**config.mk**
```make
export PLATFORM = sky130hd
export DESIGN_NAME = data_island_scheduler
export DESIGN_NICKNAME = d
export VERILOG_FILES = /design/src/rtl/hdmi_island_pkg.sv /design/src/rtl/data_island_scheduler.sv
export SDC_FILE = /design/constraint.sdc
export NUM_CORES = 1
export LEC_CHECK = 0
export ABC_AREA = 0
export CORE_MARGIN = 1
export CORE_UTILIZATION = 45
export CTS_CLUSTER_DIAMETER = 40
export DETAILED_ROUTE_END_ITERATION = 10
export GPL_TIMING_DRIVEN = 1
export MAX_ROUTING_LAYER = met4
export PLACE_DENSITY = 0.69
export SLEW_MARGIN = 40
export SYNTH_ARGS = -nofsm -noshare
export SYNTH_HDL_FRONTEND = slang
export SYNTH_SLANG_ARGS = --single-unit
```
**constraint.sdc**
```tcl
create_clock -name clk_pixel -period 4.4 [get_ports clk_pixel]
set_input_delay 0.88 -clock clk_pixel [delete_from_list [all_inputs] [get_ports clk_pixel]]
set_output_delay 0.88 -clock clk_pixel [all_outputs]
set_load 0.03 [all_outputs]
```
**src/rtl/hdmi_island_pkg.sv**
```systemverilog
// Shared HDMI data island definitions: FSM state encoding, period lengths and
// the blanking thresholds needed to fit an island before the next video preamble.
package hdmi_island_pkg;

  typedef enum logic [2:0] {
    ST_CONTROL,
    ST_PREAMBLE,
    ST_LEAD_GUARD,
    ST_PACKET,
    ST_TRAIL_GUARD
  } island_state_t;

  localparam int PREAMBLE_LEN = 8;
  localparam int GUARD_LEN    = 2;
  localparam int PACKET_LEN   = 32;

  // Blanking needed at the START decision: whole island (one packet) plus the
  // mandatory control run, plus the decision cycle itself.
  function automatic int start_min(input int min_control);
    return PREAMBLE_LEN + GUARD_LEN + PACKET_LEN + GUARD_LEN + min_control + 1;
  endfunction

  // Blanking needed at a packet's last pixel to append one more packet.
  function automatic int cont_min(input int min_control);
    return PACKET_LEN + GUARD_LEN + min_control + 1;
  endfunction

endpackage

```
**src/rtl/data_island_scheduler.sv**
```systemverilog
// Schedules HDMI data islands inside blanking: preamble, guards, packet bodies,
// packet_enable strobes to the picker, and a sticky error if video lands mid-island.
module data_island_scheduler
  import hdmi_island_pkg::*;
#(
  parameter bit DVI_OUTPUT  = 1'b0,
  parameter int MAX_PACKETS = 18,
  parameter int MIN_CONTROL = 4,
  parameter int BLANK_WIDTH = 12
) (
  input  logic                   clk_pixel,
  input  logic                   reset,
  input  logic                   video_data_period,
  input  logic [BLANK_WIDTH-1:0] blank_cycles_remaining,
  input  logic                   packet_pending,
  output logic                   data_island_preamble,
  output logic                   data_island_guard,
  output logic                   data_island_period,
  output logic                   packet_enable,
  output logic [4:0]             packet_pixel_counter,
  output logic                   schedule_error
);

  localparam int CW = (MIN_CONTROL > 0) ? $clog2(MIN_CONTROL + 1) : 1;
  localparam int PW = $clog2(MAX_PACKETS + 1);

  localparam logic [BLANK_WIDTH-1:0] START_MIN = BLANK_WIDTH'(start_min(MIN_CONTROL));
  localparam logic [BLANK_WIDTH-1:0] CONT_MIN  = BLANK_WIDTH'(cont_min(MIN_CONTROL));
  localparam logic [CW-1:0]          CTRL_SAT  = CW'(MIN_CONTROL);
  localparam logic [PW-1:0]          PKT_MAX   = PW'(MAX_PACKETS);
  localparam logic [4:0]             PRE_LAST  = 5'(PREAMBLE_LEN - 1);
  localparam logic [4:0]             GRD_LAST  = 5'(GUARD_LEN - 1);
  localparam logic [4:0]             PKT_LAST  = 5'(PACKET_LEN - 1);

  island_state_t state, state_next;
  logic [4:0]    cnt;
  logic [CW-1:0] ctrl_cnt;
  logic [PW-1:0] pkt_cnt;
  logic          sched_err_q;
  logic          pkt_start, pkt_continue, abort;

  always_ff @(posedge clk_pixel) begin
    if (reset) begin
      state       <= ST_CONTROL;
      cnt         <= '0;
      ctrl_cnt    <= '0;
      pkt_cnt     <= '0;
      sched_err_q <= 1'b0;
    end else begin
      state <= state_next;
      // Back-to-back packets keep state PACKET; cnt wraps 31->0 on its own.
      if (state_next != state || state_next == ST_CONTROL) cnt <= '0;
      else                                                 cnt <= cnt + 5'd1;

      if (state != ST_CONTROL || video_data_period) ctrl_cnt <= '0;
      else if (ctrl_cnt != CTRL_SAT)                ctrl_cnt <= ctrl_cnt + CW'(1);

      if (state_next == ST_CONTROL) pkt_cnt <= '0;
      else if (pkt_start)           pkt_cnt <= PW'(1);
      else if (pkt_continue)        pkt_cnt <= pkt_cnt + PW'(1);

      if (abort) sched_err_q <= 1'b1;
    end
  end

  always_comb begin
    state_next   = state;
    pkt_start    = 1'b0;
    pkt_continue = 1'b0;
    abort        = 1'b0;
    if (!DVI_OUTPUT) begin
      unique case (state)
        ST_CONTROL:
          if (ctrl_cnt == CTRL_SAT && packet_pending && !video_data_period &&
              blank_cycles_remaining >= START_MIN)
            state_next = ST_PREAMBLE;
        ST_PREAMBLE:
          if (cnt == PRE_LAST) state_next = ST_LEAD_GUARD;
        ST_LEAD_GUARD:
          if (cnt == GRD_LAST) begin
            state_next = ST_PACKET;
            pkt_start  = 1'b1;
          end
        ST_PACKET:
          if (cnt == PKT_LAST) begin
            if (packet_pending && pkt_cnt < PKT_MAX && blank_cycles_remaining >= CONT_MIN)
              pkt_continue = 1'b1;
            else
              state_next = ST_TRAIL_GUARD;
          end
        ST_TRAIL_GUARD:
          if (cnt == GRD_LAST) state_next = ST_CONTROL;
        default: state_next = ST_CONTROL;
      endcase
      // Video inside an island is a timing violation: drop out and flag it.
      if (video_data_period && state != ST_CONTROL) begin
        state_next   = ST_CONTROL;
        pkt_start    = 1'b0;
        pkt_continue = 1'b0;
        abort        = 1'b1;
      end
    end
  end

  always_comb begin
    data_island_preamble = (state == ST_PREAMBLE);
    data_island_guard    = (state == ST_LEAD_GUARD) || (state == ST_TRAIL_GUARD);
    data_island_period   = (state == ST_PACKET);
    packet_enable        = (pkt_start || pkt_continue) && !reset;
    packet_pixel_counter = (state == ST_PACKET) ? cnt : 5'd0;
  end

  assign schedule_error = sched_err_q;

endmodule

```
==> results of run 1 <==
layout by cell type (no fill, tap or decap), types with 2 or more instances in the layout:
cell type,n
nand3_1,4
a31oi_1,3
a21oi_1,5
nand2b_1,2
nor2b_1,2
ha_1,6
a211oi_1,5
or2_1,2
xor2_1,4
nor2_1,11
o21a_1,3
inv_1,6
nand2_1,6
xnor2_1,3
nor3_1,5
nor4_1,2
nor4b_1,2
and3_2,2
nor4_2,2
dfxtp_1,17
nand4_1,2
and2_1,4
clkbuf_4,3
clkdlybuf4s50_1,25
Yosys cell counts (all sizes together) (3+ instances only):
library cell  count  area, um^2
a31oi             3        18.8
o21a              3        22.5
nor2             11        41.3
and3              3        21.3
and2              5        32.5
xor2              4        35.0
a21oi             5        25.0
dfxtp            17         340
inv               6        22.5
xnor2             3        26.3
nor4              4        37.5
a211oi            5        37.5
ha                6        75.1
nor3              5        25.0
buf               3        30.0
nand2             6        22.5
nand3             4        20.0
area by class of cell:
class	instances	share of cell area [%]
clock inverter	1	0.524
clock buffer	3	1.57
tap	28	2.44
timing repair buffer	25	17.5
sequential	17	23.7
inverter	6	1.57
multi-input combinational	98	52.7
metal layers:
layer  wire, um  part of all wire [%]  vias to the layer above
met2       1030                    44                       28
met3        158                   6.7                        2
li1           -                     -                      507
met4         14                  0.59                        0
met1       1170                    49                      466
met5          0                     0                        -
worst max-delay path, stage by stage:
cell,delay [ns]
clkdlybuf4s50_1,0.51
or4b_4,0.52
a2111oi_4,0.45
nand2_1,0.18
a21oi_1,0.17
clkdlybuf4s50_1,0.68
worst max path at each step:
| stage | from | endpoint | slack (ns) | cells after the start |
|---|---|---|---|---|
| 2_1_floorplan | packet_pending | packet_enable | 1.05 | 4 |
| 3_3_place_gp | packet_pending | packet_enable | 0.18 | 6 |
| 3_5_place_dp | packet_pending | packet_enable | 0.12 | 6 |
| 4_1_cts | packet_pending | packet_enable | 0.12 | 6 |
| 5_1_grt | packet_pending | packet_enable | 0.02 | 6 |
| 6_report | packet_pending | packet_enable | 0.14 | 6 |
state kept, by name, summed over array words and instances, names as in the netlist:
register and count:
ctrl_cnt 3, cnt 5, state 3, pkt_cnt 5, schedule_error 1
power breakdown:
part | internal (mW) | total (mW) | switching, mW | leakage, nW
Combinational | 0.0171 | 0.0291 | 0.0121 | 0.379
Clock | 0.0346 | 0.0877 | 0.0531 | 0.0139
Sequential | 0.155 | 0.156 | 0.000875 | 0.137
cell families after synthesis:
| logic type | count (synthesis) | synth area share, % |
|---|---|---|
| xor+xnor | 7 | 5.34 |
| compound gates | 25 | 20.8 |
| buf+inv | 9 | 4.58 |
| simple gates | 58 | 31.4 |
| fa+ha+maj | 7 | 7.41 |
| mux | 1 | 0.871 |
| flops | 17 | 29.6 |
==> out/qor.txt, run 1 <==
Status - finished, final reports clean
Layout Nets - 173
Hold_sp - schedule_error
Worst Path Arrival - 3.38 ns
Antenna cells - 0
Mean Syn Cell Area - 9.26 um^2
Dpl ws - 0.125 ns
Num CTS Buffers - 3
Die X - 52.5 um
Layout cell share with drive strength beyond 1 - 11.3%
Drt wl/cell - 13.3 um
CTS sink count - 17
Post-Layout Cell Count - 178
P_leak - 0.530 nW
Core area - 2320 um^2
Syn Nets - 146
Placed cells - 174
Crit. End Element - primary output
Slew HR - 69.1%
PD cells - 190 nW/um^2
Seq. cell area - 340 um^2
H-tree depth - 1
Fmax - 235 MHz
Asr flop ratio synth - 0%
Detailed-route via count - 1003
CTS root buf - clkbuf_4
Multi-input gate area - 756 um^2
Largest net degree at the start of global routing - 14
DRT Pass-1 Iters - 4
Initial core utilization - 49.5%
Hold_ws - 0.486 ns
Grt met2 use - 31.4%
Design area - 1430 um^2
Worst Setup Start Kind - primary input
Via density - 5.63
Capturing point of the worst reg2reg path - cnt[4]
CP max FO - 4
Worst VDD drop - 0.000206 V
Grt peak-use layer - met2
TNS Setup - 0 ns
DIE HEIGHT - 52.5 um
Total grt overflow - 0
Worst Max-Slew Pin Slew - 0.460 ns
Post-layout power - 0.273 mW
# resized after CTS - 0
Ys flop type - dfxtp_1
Met3 Track Usage GR - 5.80%
Die area - 2760 um^2
Maxcap violations - 0
All-Layer GR Usage - 20.1%
Distinct cells, synth - 47
Post-CTS Setup Repair Bufs - 0
CTS Hold Buffers Added - 0
RR Startpoint - cnt[0]
DRT Wirelength - 2370 um
Rows - 17
Max clock buf depth - 2
Antenna-violating nets left - 0
Unrepaired setup endpoints after global routing - false
Clk pin slew, worst setup/hold paths - 0.11 ns
Fin crit period - 4.26 ns
Hold EP - schedule_error
Fin util - 61.8%
Critical Path RT - 3.52 ns
Initial antenna violation count - 0
CP Class - in2out
Netlist Area Pre-Place - 1150 um^2
Placed Instance Area - 1400 um^2
Iteration-0 DRC Markers - 19
Area growth from synthesis to layout - 24.8%
Met1 usage - 25.9%
First-pass GRT wire length - 4020 um
Yosys warning count - 0
CTS tree - yes
Vias in the first global route - 946
Post-route setup slack - 0.139 ns
Clock Skew - 0.00675 ns
Final Hold Vio Count - 0
Hold Path Class - reg2reg
DR DRC count - 0
Register area share after synthesis - 29.6%
Clk Latency, worst-skew pair - 0.30 ns
Final setup fails - 0
HPWL after DPL - 1890 um
Number of flops mapped to enable cells by yosys - 0
Port Buffers - 25
Worst reg-to-reg setup slack - 2.12 ns
Fill cell count - 206
Fin crit share - 96.8%
Yosys reg bits - 17
# IOs - 26
Max-slew violations - 0
GPL Wtd Cong - 0.808
Worst Reg-to-Reg Cells - 8
Hold Path Cell Cnt - 2
Post-Syn Instances - 124
Note: power is estimated with default switching activity, not from simulation.
==> inputs of run 2 (changes only) <==
Settings changed: CTS_CLUSTER_SIZE set to 28.
==> results of run 2 <==
Final layout, timing and power as in run 1 (identical DEF).
